`config.mk`:
```
export PLATFORM = sky130hd
export DESIGN_NAME = generador_sincronia_vga_flat
export DESIGN_NICKNAME = d
export VERILOG_FILES = /design/src/rtl/generador_sincronia_vga_if.sv /design/src/rtl/generador_sincronia_vga.sv /design/src/flat_wrapper.sv
export SDC_FILE = /design/constraint.sdc
export NUM_CORES = 1
export LEC_CHECK = 0
export CAP_MARGIN = 20
export CORE_MARGIN = 2
export CORE_UTILIZATION = 57
export CTS_CLUSTER_DIAMETER = 120
export DETAILED_ROUTE_END_ITERATION = 7
export GPL_ROUTABILITY_DRIVEN = 0
export PLACE_DENSITY = 0.83
export SLEW_MARGIN = 20
export SYNTH_ARGS = -nofsm -noshare
export SYNTH_HDL_FRONTEND = slang
export SYNTH_SLANG_ARGS = --single-unit
```
`constraint.sdc`:
```
create_clock -name reloj -period 4.4 [get_ports reloj]
set_clock_uncertainty 0.05 [all_clocks]
set_input_delay 0.44 -clock reloj [delete_from_list [all_inputs] [get_ports reloj]]
set_output_delay 0.44 -clock reloj [all_outputs]
set_load 0.005 [all_outputs]
```
`src/rtl/generador_sincronia_vga_if.sv`:
```
// Purpose: bundle of the VGA timing outputs (pixel tick, pixel/line counters,
//          syncs, video window and frame marker) shared by the generator and
//          its consumers.
// Signals:
//   p_tick      one-cycle pixel tick
//   Qh, Qv      horizontal pixel / vertical line counters
//   hsync/vsync active-low sync pulses
//   video_on    high inside the visible area
//   frame_start one-cycle pulse when the counters wrap to (0,0)
// Modports: master (generator drives), slave (consumers read).
interface generador_sincronia_vga_if;
  localparam int unsigned CNT_W = 10;

  logic             p_tick;
  logic [CNT_W-1:0] Qh;
  logic [CNT_W-1:0] Qv;
  logic             hsync;
  logic             vsync;
  logic             video_on;
  logic             frame_start;

  modport master (
    output p_tick, Qh, Qv, hsync, vsync, video_on, frame_start
  );

  modport slave (
    input p_tick, Qh, Qv, hsync, vsync, video_on, frame_start
  );
endinterface

```
`src/rtl/generador_sincronia_vga.sv`:
```
// Purpose: VGA timing generator. Divides reloj into a pixel tick, runs the
//          horizontal/vertical counters and produces registered syncs,
//          video_on and frame_start that are always consistent with Qh/Qv.
// Ports:
//   reloj   system clock
//   resetM  asynchronous active-low reset
//   vga     timing outputs (master modport of generador_sincronia_vga_if)
module generador_sincronia_vga #(
  parameter int unsigned DIV       = 4,
  parameter int unsigned H_DISPLAY = 640,
  parameter int unsigned H_FRONT   = 16,
  parameter int unsigned H_SYNC    = 96,
  parameter int unsigned H_BACK    = 48,
  parameter int unsigned V_DISPLAY = 480,
  parameter int unsigned V_FRONT   = 10,
  parameter int unsigned V_SYNC    = 2,
  parameter int unsigned V_BACK    = 33
) (
  input  logic                             reloj,
  input  logic                             resetM,
  generador_sincronia_vga_if.master        vga
);

  localparam int unsigned CNT_W   = 10;
  localparam int unsigned DIV_W   = 4;
  localparam int unsigned H_TOTAL = H_DISPLAY + H_FRONT + H_SYNC + H_BACK;
  localparam int unsigned V_TOTAL = V_DISPLAY + V_FRONT + V_SYNC + V_BACK;

  localparam logic [DIV_W-1:0] DIV_LAST = DIV_W'(DIV - 1);
  localparam logic [CNT_W-1:0] H_LAST   = CNT_W'(H_TOTAL - 1);
  localparam logic [CNT_W-1:0] V_LAST   = CNT_W'(V_TOTAL - 1);
  localparam logic [CNT_W-1:0] H_VIS    = CNT_W'(H_DISPLAY);
  localparam logic [CNT_W-1:0] V_VIS    = CNT_W'(V_DISPLAY);
  localparam logic [CNT_W-1:0] HS_START = CNT_W'(H_DISPLAY + H_FRONT);
  localparam logic [CNT_W-1:0] HS_END   = CNT_W'(H_DISPLAY + H_FRONT + H_SYNC);
  localparam logic [CNT_W-1:0] VS_START = CNT_W'(V_DISPLAY + V_FRONT);
  localparam logic [CNT_W-1:0] VS_END   = CNT_W'(V_DISPLAY + V_FRONT + V_SYNC);

  logic [DIV_W-1:0] div_cnt;
  logic             div_wrap_c;
  logic             line_end_c;
  logic             frame_end_c;
  logic [CNT_W-1:0] qh_nxt_c;
  logic [CNT_W-1:0] qv_nxt_c;
  logic             hsync_nxt_c;
  logic             vsync_nxt_c;
  logic             video_nxt_c;

  // Next counter values and the sync/video decode of those values, so the
  // registered outputs change on the same edge as the counters.
  always_comb begin
    div_wrap_c  = (div_cnt == DIV_LAST);
    line_end_c  = (vga.Qh == H_LAST);
    frame_end_c = line_end_c && (vga.Qv == V_LAST);
    qh_nxt_c    = line_end_c ? '0 : vga.Qh + CNT_W'(1);
    qv_nxt_c    = vga.Qv;
    if (line_end_c) begin
      qv_nxt_c = (vga.Qv == V_LAST) ? '0 : vga.Qv + CNT_W'(1);
    end
    hsync_nxt_c = !((qh_nxt_c >= HS_START) && (qh_nxt_c < HS_END));
    vsync_nxt_c = !((qv_nxt_c >= VS_START) && (qv_nxt_c < VS_END));
    video_nxt_c = (qh_nxt_c < H_VIS) && (qv_nxt_c < V_VIS);
  end

  // Divider, counters and registered timing outputs.
  always_ff @(posedge reloj or negedge resetM) begin
    if (!resetM) begin
      div_cnt         <= '0;
      vga.p_tick      <= 1'b0;
      vga.Qh          <= '0;
      vga.Qv          <= '0;
      vga.hsync       <= 1'b1;
      vga.vsync       <= 1'b1;
      vga.video_on    <= 1'b0;
      vga.frame_start <= 1'b0;
    end else begin
      div_cnt         <= div_wrap_c ? '0 : div_cnt + DIV_W'(1);
      vga.p_tick      <= div_wrap_c;
      vga.frame_start <= div_wrap_c && frame_end_c;
      if (div_wrap_c) begin
        vga.Qh       <= qh_nxt_c;
        vga.Qv       <= qv_nxt_c;
        vga.hsync    <= hsync_nxt_c;
        vga.vsync    <= vsync_nxt_c;
        vga.video_on <= video_nxt_c;
      end
    end
  end

endmodule

```
`src/flat_wrapper.sv`:
```
// flat-port wrapper written by rule: the top's interface ports become plain ports
module generador_sincronia_vga_flat 
#(
  parameter int unsigned DIV       = 4,
  parameter int unsigned H_DISPLAY = 640,
  parameter int unsigned H_FRONT   = 16,
  parameter int unsigned H_SYNC    = 96,
  parameter int unsigned H_BACK    = 48,
  parameter int unsigned V_DISPLAY = 480,
  parameter int unsigned V_FRONT   = 10,
  parameter int unsigned V_SYNC    = 2,
  parameter int unsigned V_BACK    = 33
)
  (reloj, resetM, vga_p_tick, vga_Qh, vga_Qv, vga_hsync, vga_vsync, vga_video_on, vga_frame_start);
  generador_sincronia_vga_if vga_i ();
  input  logic reloj;
  input  logic resetM;
  output wire logic [$bits(vga_i.p_tick)-1:0] vga_p_tick;
  output wire logic [$bits(vga_i.Qh)-1:0] vga_Qh;
  output wire logic [$bits(vga_i.Qv)-1:0] vga_Qv;
  output wire logic [$bits(vga_i.hsync)-1:0] vga_hsync;
  output wire logic [$bits(vga_i.vsync)-1:0] vga_vsync;
  output wire logic [$bits(vga_i.video_on)-1:0] vga_video_on;
  output wire logic [$bits(vga_i.frame_start)-1:0] vga_frame_start;
  assign vga_p_tick = vga_i.p_tick;
  assign vga_Qh = vga_i.Qh;
  assign vga_Qv = vga_i.Qv;
  assign vga_hsync = vga_i.hsync;
  assign vga_vsync = vga_i.vsync;
  assign vga_video_on = vga_i.video_on;
  assign vga_frame_start = vga_i.frame_start;
  generador_sincronia_vga #(.DIV(DIV), .H_DISPLAY(H_DISPLAY), .H_FRONT(H_FRONT), .H_SYNC(H_SYNC), .H_BACK(H_BACK), .V_DISPLAY(V_DISPLAY), .V_FRONT(V_FRONT), .V_SYNC(V_SYNC), .V_BACK(V_BACK)) u_core (.reloj(reloj), .resetM(resetM), .vga(vga_i));
endmodule
```
==> impl_metrics.yaml, run 1 <==
logic_synthesis:
  synthFlopType: "dfrtp_1"
  yosysTopAreaCell: "dfrtp_1"
  synth-edff-count: 0
  synthesis.nets: 198
  synth_area_per_cell_um2: 8.90
  syn_area_um2: 1700
  synth_cell_types: 44
  synth-seq-cells: 29
  ys_warn_count: 0
  ys_top_cells_by_area: "dfrtp_1 40%, nand2_1 6.0%, o21ai_0 4.4%"
  ys_seq_area_share_pct: 42.9
  synth_common_cells: "27 x dfrtp_1, 27 x nand2_1, 15 x o21ai_0"
  synthCells: 191
  synth_top_area_share_pct: 39.8
  async_reset_ff_share_pct: 100
worst_setup_path:
  crit_buf_inv: 0
  required_ns: 4.62
  cp-end-kind: "flip-flop"
  arrival_ns: 3.02
  worstSetupPathType: "reg2reg"
  crit_family: "simple AND/OR/NAND/NOR gates"
  setup.worst_path.start_class: "flip-flop"
  r2r_slack_ns: 1.60
  critical_path.max_stage_delay_ns: 0.57
  path_cells: "ha_1 > nand4_2 > or4_4 > nor4_4 > xnor2_1 > or3_1 > o32a_1"
  slowest_stage: "or4_4"
  critPathMaxFanout: 6
pwr:
  power_uw: 545
  p_leak_uw: 0.000829
  ir_worst_vdd_mv: 0.250
  p_per_area_nw_per_um2: 264
routing:
  ant_nets: 0
  routed-via-count: 1558
  drt_pass1_iterations: 6
  wire_per_inst_um: 15.3
  via_per_inst: 6.33
  drc: 2
  wl_um: 3760
  drt_first_iter_violations: 101
sta:
  slew_violations: 0
  worst_slew_pin_slew_ns: 0.770
  fmax_ghz: 0.357
  setup_slack_ns: 1.60
  fin_crit_sh_pct: 63.7
  tns_ns: 0
  setup_viol: 0
  hold_viol_final: 0
  slew-limit-headroom_pct: 47.9
  min_period_ns: 2.80
  rsz0062_at_grt: "no"
run_status:
  outcome: "finished, violations left"
  violations: "design-rule violations"
global_route:
  grt_pass1_wl_um: 6620
  grtUsageTotal_pct: 25.7
  antenna_found_initial: 0
  grt_overflow_total: 0
  grt_max_degree: 30
  grt_pass1_vias: 1442
cts:
  cts.repair.resized: 0
  ctsHoldBuffers: 0
  post_cts_buffers: 0
  root_buffer: "clkbuf_4"
  clock_sinks: 29
  max-clock-path-buffers: 2
  clkTransAtPathRegs_ns: 0.10
  cts_made_buffers: 5
  htreeDepth: 2
  worst_skew_pair.late_latency_ns: 0.33
  cts_tree: "yes"
layout:
  layout-drive-gt1-share_pct: 8.37
  fillers: 224
  regArea_um2: 728
  syn_to_final_growth_pct: 21.8
  nNetsFinal: 221
  post-route-util_pct: 73.8
  multi_input_area_um2: 902
  n_antenna_cell: 0
place:
  dp_hpwl_um: 2620
  io_buffers: 26
  dp_slack_ns: 1.66
floorplanning:
  die_area_um2: 3430
  core_um2: 2810
  die_w_um: 58.6
  die-height_um: 58.6
  pin_count: 27
  rows: 19
  start_util_pct: 60.6
flow_run:
  maxCapViolations: 0
min_path:
  hp-class: "in2async"
[routing by layer]
layer / global-route usage (%) / share of wire [%]
met5: 0 / 0
met4: 10.7 / 2.8
met3: 9.45 / 8.1
met2: 38.0 / 45
met1: 34.1 / 44
[power breakdown]
part / switching [uW] / total [uW] / internal [uW]
Clock: 96.8 / 273 / 176
Sequential: 0 / 266 / 266
Combinational: 4.85 / 6.21 / 1.36
[cell type report]
| type | count | area share [%] |
|---|---|---|
| clock buffers | 5 | 1.81 |
| flip-flops and latches | 29 | 35.2 |
| well taps | 31 | 1.87 |
| repair buffers | 28 | 13.3 |
| clock inverters | 3 | 3.14 |
| inverters | 6 | 1.09 |
| multi-input cells | 144 | 43.6 |
[state kept, by name (all words and copies together) (netlist names)]
name and count:
u_core.vga.vsync 1, u_core.vga.p_tick 1, u_core.vga.Qh 10, u_core.vga.Qv 10, u_core.vga.frame_start 1, u_core.div_cnt 4
u_core.vga.hsync 1, u_core.vga.video_on 1
[cells in the final DEF, fill, tap and decap left out, types with 2 or more instances in the layout]
cell type	instances
nand2_1	27
dfrtp_1	27
clkdlybuf4s50_1	26
o21ai_0	15
nor2_1	12
nand3_1	9
xnor2_1	8
nor3_1	8
a21oi_1	8
inv_1	5
a31oi_1	5
ha_1	5
clkbuf_4	5
and3_1	3
nand4_1	3
nor2b_1	3
o31ai_1	3
xor2_1	3
nand3b_1	2
nor4_1	2
or3_1	2
and4_1	2
o21a_1	2
o41ai_1	2
o211ai_1	2
o32a_1	2
bufinv_16	2
buf_4	2
dfstp_2	2
[through the flow]
step / instances / instance area [um^2] / hold slack (ns)
2_1_floorplan: 191 / 1700 / 0.0944
3_3_place_gp: 238 / 1960 / 0.399
3_5_place_dp: 238 / 1960 / 0.410
4_1_cts: 246 / 2060 / 0.424
5_1_grt: 246 / 2070 / 0.449
6_report: 246 / 2070 / 0.424
[kinds of logic (layout without fill, tap and decap cells)]
group	after synthesis	count (layout)	synth area share (%)
adder cells (fa/ha/maj)	5	5	3.68
flip-flops	29	29	42.9
XOR/XNOR	11	11	5.67
buffers and inverters	18	42	4.42
AO/OA/AOI/OAI	46	46	17.2
multiplexers	2	2	1.25
AND/OR/NAND/NOR	80	80	25.0
[worst paths after layout]
| path | startpoint | end | depth (start not counted) |
|---|---|---|---|
| max in group asynchronous | resetM | u_core.vga.hsync | 2 |
| max | u_core.vga.Qh[0] | u_core.vga.vsync | 7 |
| min reg2reg | u_core.div_cnt[0] | u_core.div_cnt[0] | 1 |
| min | resetM | u_core.div_cnt[1] | 2 |
| max reg2reg | u_core.vga.Qh[0] | u_core.vga.vsync | 7 |
| min in group reloj | u_core.div_cnt[0] | u_core.div_cnt[0] | 1 |
(Power assumes the default switching activity.)
==> run 2: changes to the inputs <==
--- a/config.mk
+++ b/config.mk
@@ -7,11 +7,11 @@
 export LEC_CHECK = 0
 export CAP_MARGIN = 20
 export CORE_MARGIN = 2
-export CORE_UTILIZATION = 57
+export CORE_UTILIZATION = 48
 export CTS_CLUSTER_DIAMETER = 120
 export DETAILED_ROUTE_END_ITERATION = 7
 export GPL_ROUTABILITY_DRIVEN = 0
-export PLACE_DENSITY = 0.83
+export PLACE_DENSITY = 0.75
 export SLEW_MARGIN = 20
 export SYNTH_ARGS = -nofsm -noshare
 export SYNTH_HDL_FRONTEND = slang
==> constraint.sdc (replaced) <==
create_clock -name reloj -period 2.3 [get_ports reloj]
set_clock_uncertainty 0.05 [all_clocks]
set_input_delay 0.23 -clock reloj [delete_from_list [all_inputs] [get_ports reloj]]
set_output_delay 0.23 -clock reloj [all_outputs]
set_load 0.005 [all_outputs]
==> run 2 against run 1 <==
  * Cell count is 14% higher
  * First-iteration DRC count grew 43%
  * Largest power group is now registers
  * Non-clock buffer count increased by 19
  * Clock power is 61% higher
  * The run now ends clean
  * Critical path type unchanged
  * Maximum frequency increased by 24%
  * Total power up 76%
  * Via count rose by 4.1%
  * Combinational power is 98% higher
  * Largest cell class unchanged
  * Sequential power is 92% higher
  * Flip-flop and latch count is the same
  * Critical endpoint unchanged
  * Global-route usage decreased by 3.4 points
==> impl_metrics.yaml, run 2 (synthesis results as in run 1) <==
cts:
  clkTransAtPathRegs_ns: 0.09
  clock_sinks: 29
  root_buffer: "clkbuf_4"
  cts_tree: "yes"
  worst_skew_pair.late_latency_ns: 0.32
  cts.repair.resized: 0
  max-clock-path-buffers: 2
  post_cts_buffers: 0
  cts_made_buffers: 5
  htreeDepth: 2
global_route:
  grt_pass1_vias: 1542
  grt_max_degree: 30
  antenna_found_initial: 0
  grtUsageTotal_pct: 22.2
  grt_pass1_wl_um: 7100
  grt_overflow_total: 0
pwr:
  p_switching_uw: 189
  p_leak_uw: 0.000910
  seq_power_share_pct: 53.0
  combPwrFrac_pct: 1.3
  ir_worst_vdd_mv: 0.310
  p_per_area_nw_per_um2: 430
  power_frac_clock_pct: 45.7
  p_sw_share_pct: 19.7
  p_int_uw: 772
worst_setup_path:
  setup.worst_path.start_class: "flip-flop"
  reg2reg_depth: 7
  path_cells: "ha_4 > nand4_4 > or4_4 > nor4_4 > xnor2_1 > or3_1 > o32a_1"
  critical_path.max_stage_delay_ns: 0.46
  critPathMaxFanout: 5
  rr_startpoint: "u_core.vga.Qh[1]"
  r2r_slack_ns: 0.03
  arrival_ns: 2.47
  required_ns: 2.51
  rr_endpoint: "u_core.vga.vsync"
  worstSetupPathType: "reg2reg"
  cp-end-kind: "flip-flop"
  slowest_stage: "or4_4"
sta:
  rsz0062_at_grt: "yes"
  slew_violations: 0
  worst_slew_pin_slew_ns: 0.572
  setup_slack_ns: 0.0329
  hold_viol_final: 0
  slew-limit-headroom_pct: 61.6
  tns_ns: 0
  setup_viol: 0
  fmax_ghz: 0.441
  min_period_ns: 2.27
  fin_crit_sh_pct: 98.6
flow_run:
  maxCapViolations: 0
layout:
  syn_to_final_growth_pct: 31.7
  mostFrequentLayoutCells: "27 x nand2_1, 26 x clkdlybuf4s50_1, 25 x dfrtp_1"
  mostFrequentLayoutCell: "nand2_1"
  reg_top3: "u_core.vga.Qh (10), u_core.vga.Qv (10), u_core.div_cnt (4)"
  nNetsFinal: 240
  post-route-util_pct: 66.5
  layout-drive-gt1-share_pct: 16.7
  fillers: 299
  n_antenna_cell: 0
min_path:
  hp-class: "in2async"
floorplanning:
  die_area_um2: 4030
  pin_count: 27
  rows: 21
  die_w_um: 63.5
  start_util_pct: 50.5
  die-height_um: 63.5
  core_um2: 3360
routing:
  wl_um: 4070
  wire_per_inst_um: 14.5
  routed-via-count: 1622
  via_per_inst: 5.79
  drc: 0
  ant_nets: 0
  drt_pass1_iterations: 4
  drt_first_iter_violations: 144
run_status:
  outcome: "completed"
place:
  dp_hpwl_um: 2930
  dp_slack_ns: 0.0366
  io_buffers: 26
==> run 2: layout make-up <==
type                       count  area [um^2]  area share [%]
clock inverter                 1         30.0            1.34
timing repair buffer          47          418            18.7
multi-input combinational    144          923            41.3
tap                           46         57.6            2.57
sequential                    29          731            32.7
inverter                       6         22.5            1.01
clock buffer                   7         55.1            2.46
==> run 2: repair_timing <==
action / in CTS / in global routing
setup endpoints to repair: 0 / 1
endpoints found under the hold margin: 0 / 0
hold buffers: 0 / 0
==> run 2: critical path: cells and delay by family (launching register included) <==
| family | cells | cell delay (ns) |
|---|---|---|
| xor gates and xnor gates | 1 | 0.14 |
| and+or+nand+nor | 4 | 1.17 |
| adders and majority gates | 1 | 0.16 |
| DFF | 1 | 0.40 |
| AOI/OAI and AO/OA | 1 | 0.29 |
==> run 2: how the worst max path moves through the flow <==
stage / end / start
2_1_floorplan: u_core.vga.vsync / u_core.vga.Qh[1]
3_3_place_gp: u_core.vga.vsync / u_core.vga.Qh[1]
3_5_place_dp: u_core.vga.vsync / u_core.vga.Qh[1]
4_1_cts: u_core.vga.vsync / u_core.vga.Qh[1]
5_1_grt: u_core.vga.vsync / u_core.vga.Qh[1]
6_report: u_core.vga.vsync / u_core.vga.Qh[1]
==> run 2: through the flow <==
stage               hold slack (ns)  total power (uW)  area (um^2)  instances
floorplan                    -0.116               520         1730        191
detailed placement            0.403               533         2150        272
finish                        0.227               961         2240        280
global placement              0.400               533         2150        272
global route                  0.245               992         2240        280
CTS                           0.234               969         2240        280
==> run 2: per-layer routing <==
layer  routed length [um]  part of all wire [%]  vias up  global-route usage (%)
met5                    0                     0        -                       0
met4                   50                   1.2        0                    7.34
met3                  240                   5.9        6                    5.89
met2                 1990                    49       62                    36.1
met1                 1790                    44      787                    28.8
li1                     -                     -      767                       -
==> run 2: power groups by stage <==
stage	clock (uW)	combinational (uW)	sequential [uW]
2_1_floorplan	0	0.000309	520
3_3_place_gp	0	13.0	520
3_5_place_dp	0	13.5	520
4_1_cts	446	13.4	510
5_1_grt	468	14.9	510
6_report	439	12.3	510
==> run 3: changes to the inputs <==
--- a/config.mk
+++ b/config.mk
@@ -7,11 +7,12 @@
 export LEC_CHECK = 0
 export CAP_MARGIN = 20
 export CORE_MARGIN = 2
-export CORE_UTILIZATION = 48
+export CORE_UTILIZATION = 30
 export CTS_CLUSTER_DIAMETER = 120
 export DETAILED_ROUTE_END_ITERATION = 7
 export GPL_ROUTABILITY_DRIVEN = 0
-export PLACE_DENSITY = 0.75
+export PLACE_DENSITY = 0.51
+export REMOVE_ABC_BUFFERS = 1
 export SLEW_MARGIN = 20
 export SYNTH_ARGS = -nofsm -noshare
 export SYNTH_HDL_FRONTEND = slang
==> run 3 against run 2 <==
  * Design area grew 5.3%
  * Maximum frequency down 0.74%
  * Sequential power is essentially flat
  * Die area rose by 56%
  * Routed wire length rose by 4.1%
  * Cell count rose by 12%
  * Total power up 11%
  * Largest power group is now the clock network
  * Clock power rose by 24%
  * Highest routed layer unchanged
  * Critical path type unchanged
  * Via count shrank 3.0%
  * Critical endpoint unchanged
==> impl_metrics.yaml, run 3 (synthesis results as in run 1) <==
layout:
  reg_top3: "u_core.vga.Qh (10), u_core.vga.Qv (10), u_core.div_cnt (4)"
  final_area_um2: 2360
  multi_input_area_um2: 928
  n_antenna_cell: 0
  mostFrequentLayoutCells: "28 x buf_4, 27 x nand2_1, 27 x dfrtp_1"
  post-route-util_pct: 43.0
  syn_to_final_growth_pct: 38.7
  mostFrequentLayoutCell: "buf_4"
  regArea_um2: 728
  fillers: 547
  nNetsFinal: 247
  layout-drive-gt1-share_pct: 18.7
cts:
  clkTransAtPathRegs_ns: 0.06
  clock_sinks: 29
  cts_made_buffers: 5
  worst_skew_pair.late_latency_ns: 0.28
  post_cts_buffers: 0
  root_buffer: "clkbuf_8"
  max-clock-path-buffers: 2
  cts_tree: "yes"
  ctsHoldBuffers: 0
  htreeDepth: 2
pwr:
  p_leak_uw: 0.000962
  p_per_area_nw_per_um2: 454
  seq_power_share_pct: 47.7
  p_int_uw: 866
  power_frac_clock_pct: 51.1
  p_switching_uw: 203
  combPwrFrac_pct: 1.1
  p_sw_share_pct: 19.0
  ir_worst_vdd_mv: 0.349
global_route:
  grt_pass1_vias: 1463
  grt_pass1_wl_um: 7330
  antenna_found_initial: 0
  grt_overflow_total: 0
  grtUsageTotal_pct: 15.0
  grt_max_degree: 30
worst_setup_path:
  arrival_ns: 2.44
  path_cells: "ha_4 > nand4_4 > or4_4 > nor4_4 > xnor2_1 > or3_1 > o32a_1"
  required_ns: 2.45
  r2r_slack_ns: 0.02
  cp-startpoint: "u_core.vga.Qh[1]"
  endpoint: "u_core.vga.vsync"
  reg2reg_depth: 7
  critical_path.max_stage_delay_ns: 0.57
  rr_startpoint: "u_core.vga.Qh[1]"
  cp-end-kind: "flip-flop"
  slowest_stage: "or4_4"
  worstSetupPathType: "reg2reg"
  rr_endpoint: "u_core.vga.vsync"
  critPathMaxFanout: 2
  setup.worst_path.start_class: "flip-flop"
sta:
  slew_violations: 0
  hold_viol_final: 0
  timing.hold.ws_ns: 0.276
  rsz0062_at_grt: "yes"
  slew-limit-headroom_pct: 62.5
  tns_ns: 0
  min_period_ns: 2.28
  setup_viol: 0
  fin_crit_sh_pct: 99.3
  worst_slew_pin_slew_ns: 0.559
  setup_slack_ns: 0.0160
  fmax_ghz: 0.438
routing:
  routed-via-count: 1574
  via_per_inst: 5.03
  wl_um: 4240
  ant_nets: 0
  drt_first_iter_violations: 81
  drt_pass1_iterations: 4
  wire_per_inst_um: 13.5
  drc: 0
floorplanning:
  rows: 27
  core_um2: 5470
  die_area_um2: 6280
  start_util_pct: 31.0
  die_w_um: 79.3
  pin_count: 27
  die-height_um: 79.3
place:
  dp_hpwl_um: 3040
  io_buffers: 26
  dp_slack_ns: -0.172
  placedInstanceArea_um2: 2210
run_status:
  outcome: "completed"
min_path:
  hp-class: "in2async"
flow_run:
  maxCapViolations: 0
[run 3: cell types whose count changed in the layout (fill, tap and decap cells not counted), sizes merged]
| cell | delta |
|---|---|
| buf | +7 |
[run 3: area by class of cell]
type	instances	area share [%]
clock inverters	1	1.27
clock buffers	7	3.66
multi-input cells	144	39.4
repair buffers	54	20.0
flip-flops and latches	29	30.9
inverters	6	0.956
well taps	72	3.82
[run 3: worst min-delay path by stage]
stage,endpoint,depth (start not counted),start
CTS,u_core.vga.Qv[4],2,resetM
global route,u_core.vga.Qv[4],2,resetM
floorplan,u_core.div_cnt[0],0,resetM
finish,u_core.vga.Qv[0],2,resetM
global placement,u_core.div_cnt[0],1,u_core.div_cnt[0]
detailed placement,u_core.div_cnt[0],1,u_core.div_cnt[0]
[run 3: critical path: cells and delay by family (launching register included)]
kind	cells	cell delay (ns)
AOI/OAI and AO/OA	1	0.29
xor gates and xnor gates	1	0.13
adders and majority gates	1	0.16
DFF	1	0.39
and+or+nand+nor	4	1.19
[run 3: per-stage QoR]
step | total power, uW | cells
after floorplan | 520 | 179
after global placement | 533 | 305
after detailed placement | 533 | 305
after CTS | 1090 | 313
after global routing | 1110 | 313
final | 1070 | 313
[run 3: power groups by stage]
stage / logic [uW] / registers, uW / clock network [uW]
finish: 12.2 / 510 / 546
global route: 15.1 / 510 / 587
CTS: 13.6 / 510 / 564
detailed placement: 13.7 / 520 / 0
global placement: 13.8 / 520 / 0
floorplan: 0.000290 / 520 / 0
[run 3: repair_timing]
| item | CTS | global route |
|---|---|---|
| gates resized for setup | 2 | 3 |
| pin swaps | 7 | 0 |
| hold endpoints to repair | 0 | 0 |
| setup endpoints to repair | 1 | 2 |
[run 3: routing by layer]
layer | up-vias | track usage (%) | part of all wire, %
li1 | 792 | - | -
met4 | 0 | 6.21 | 1.7
met2 | 40 | 21.8 | 44
met1 | 736 | 21.6 | 50
met5 | - | 0 | 0
met3 | 6 | 3.18 | 4.2
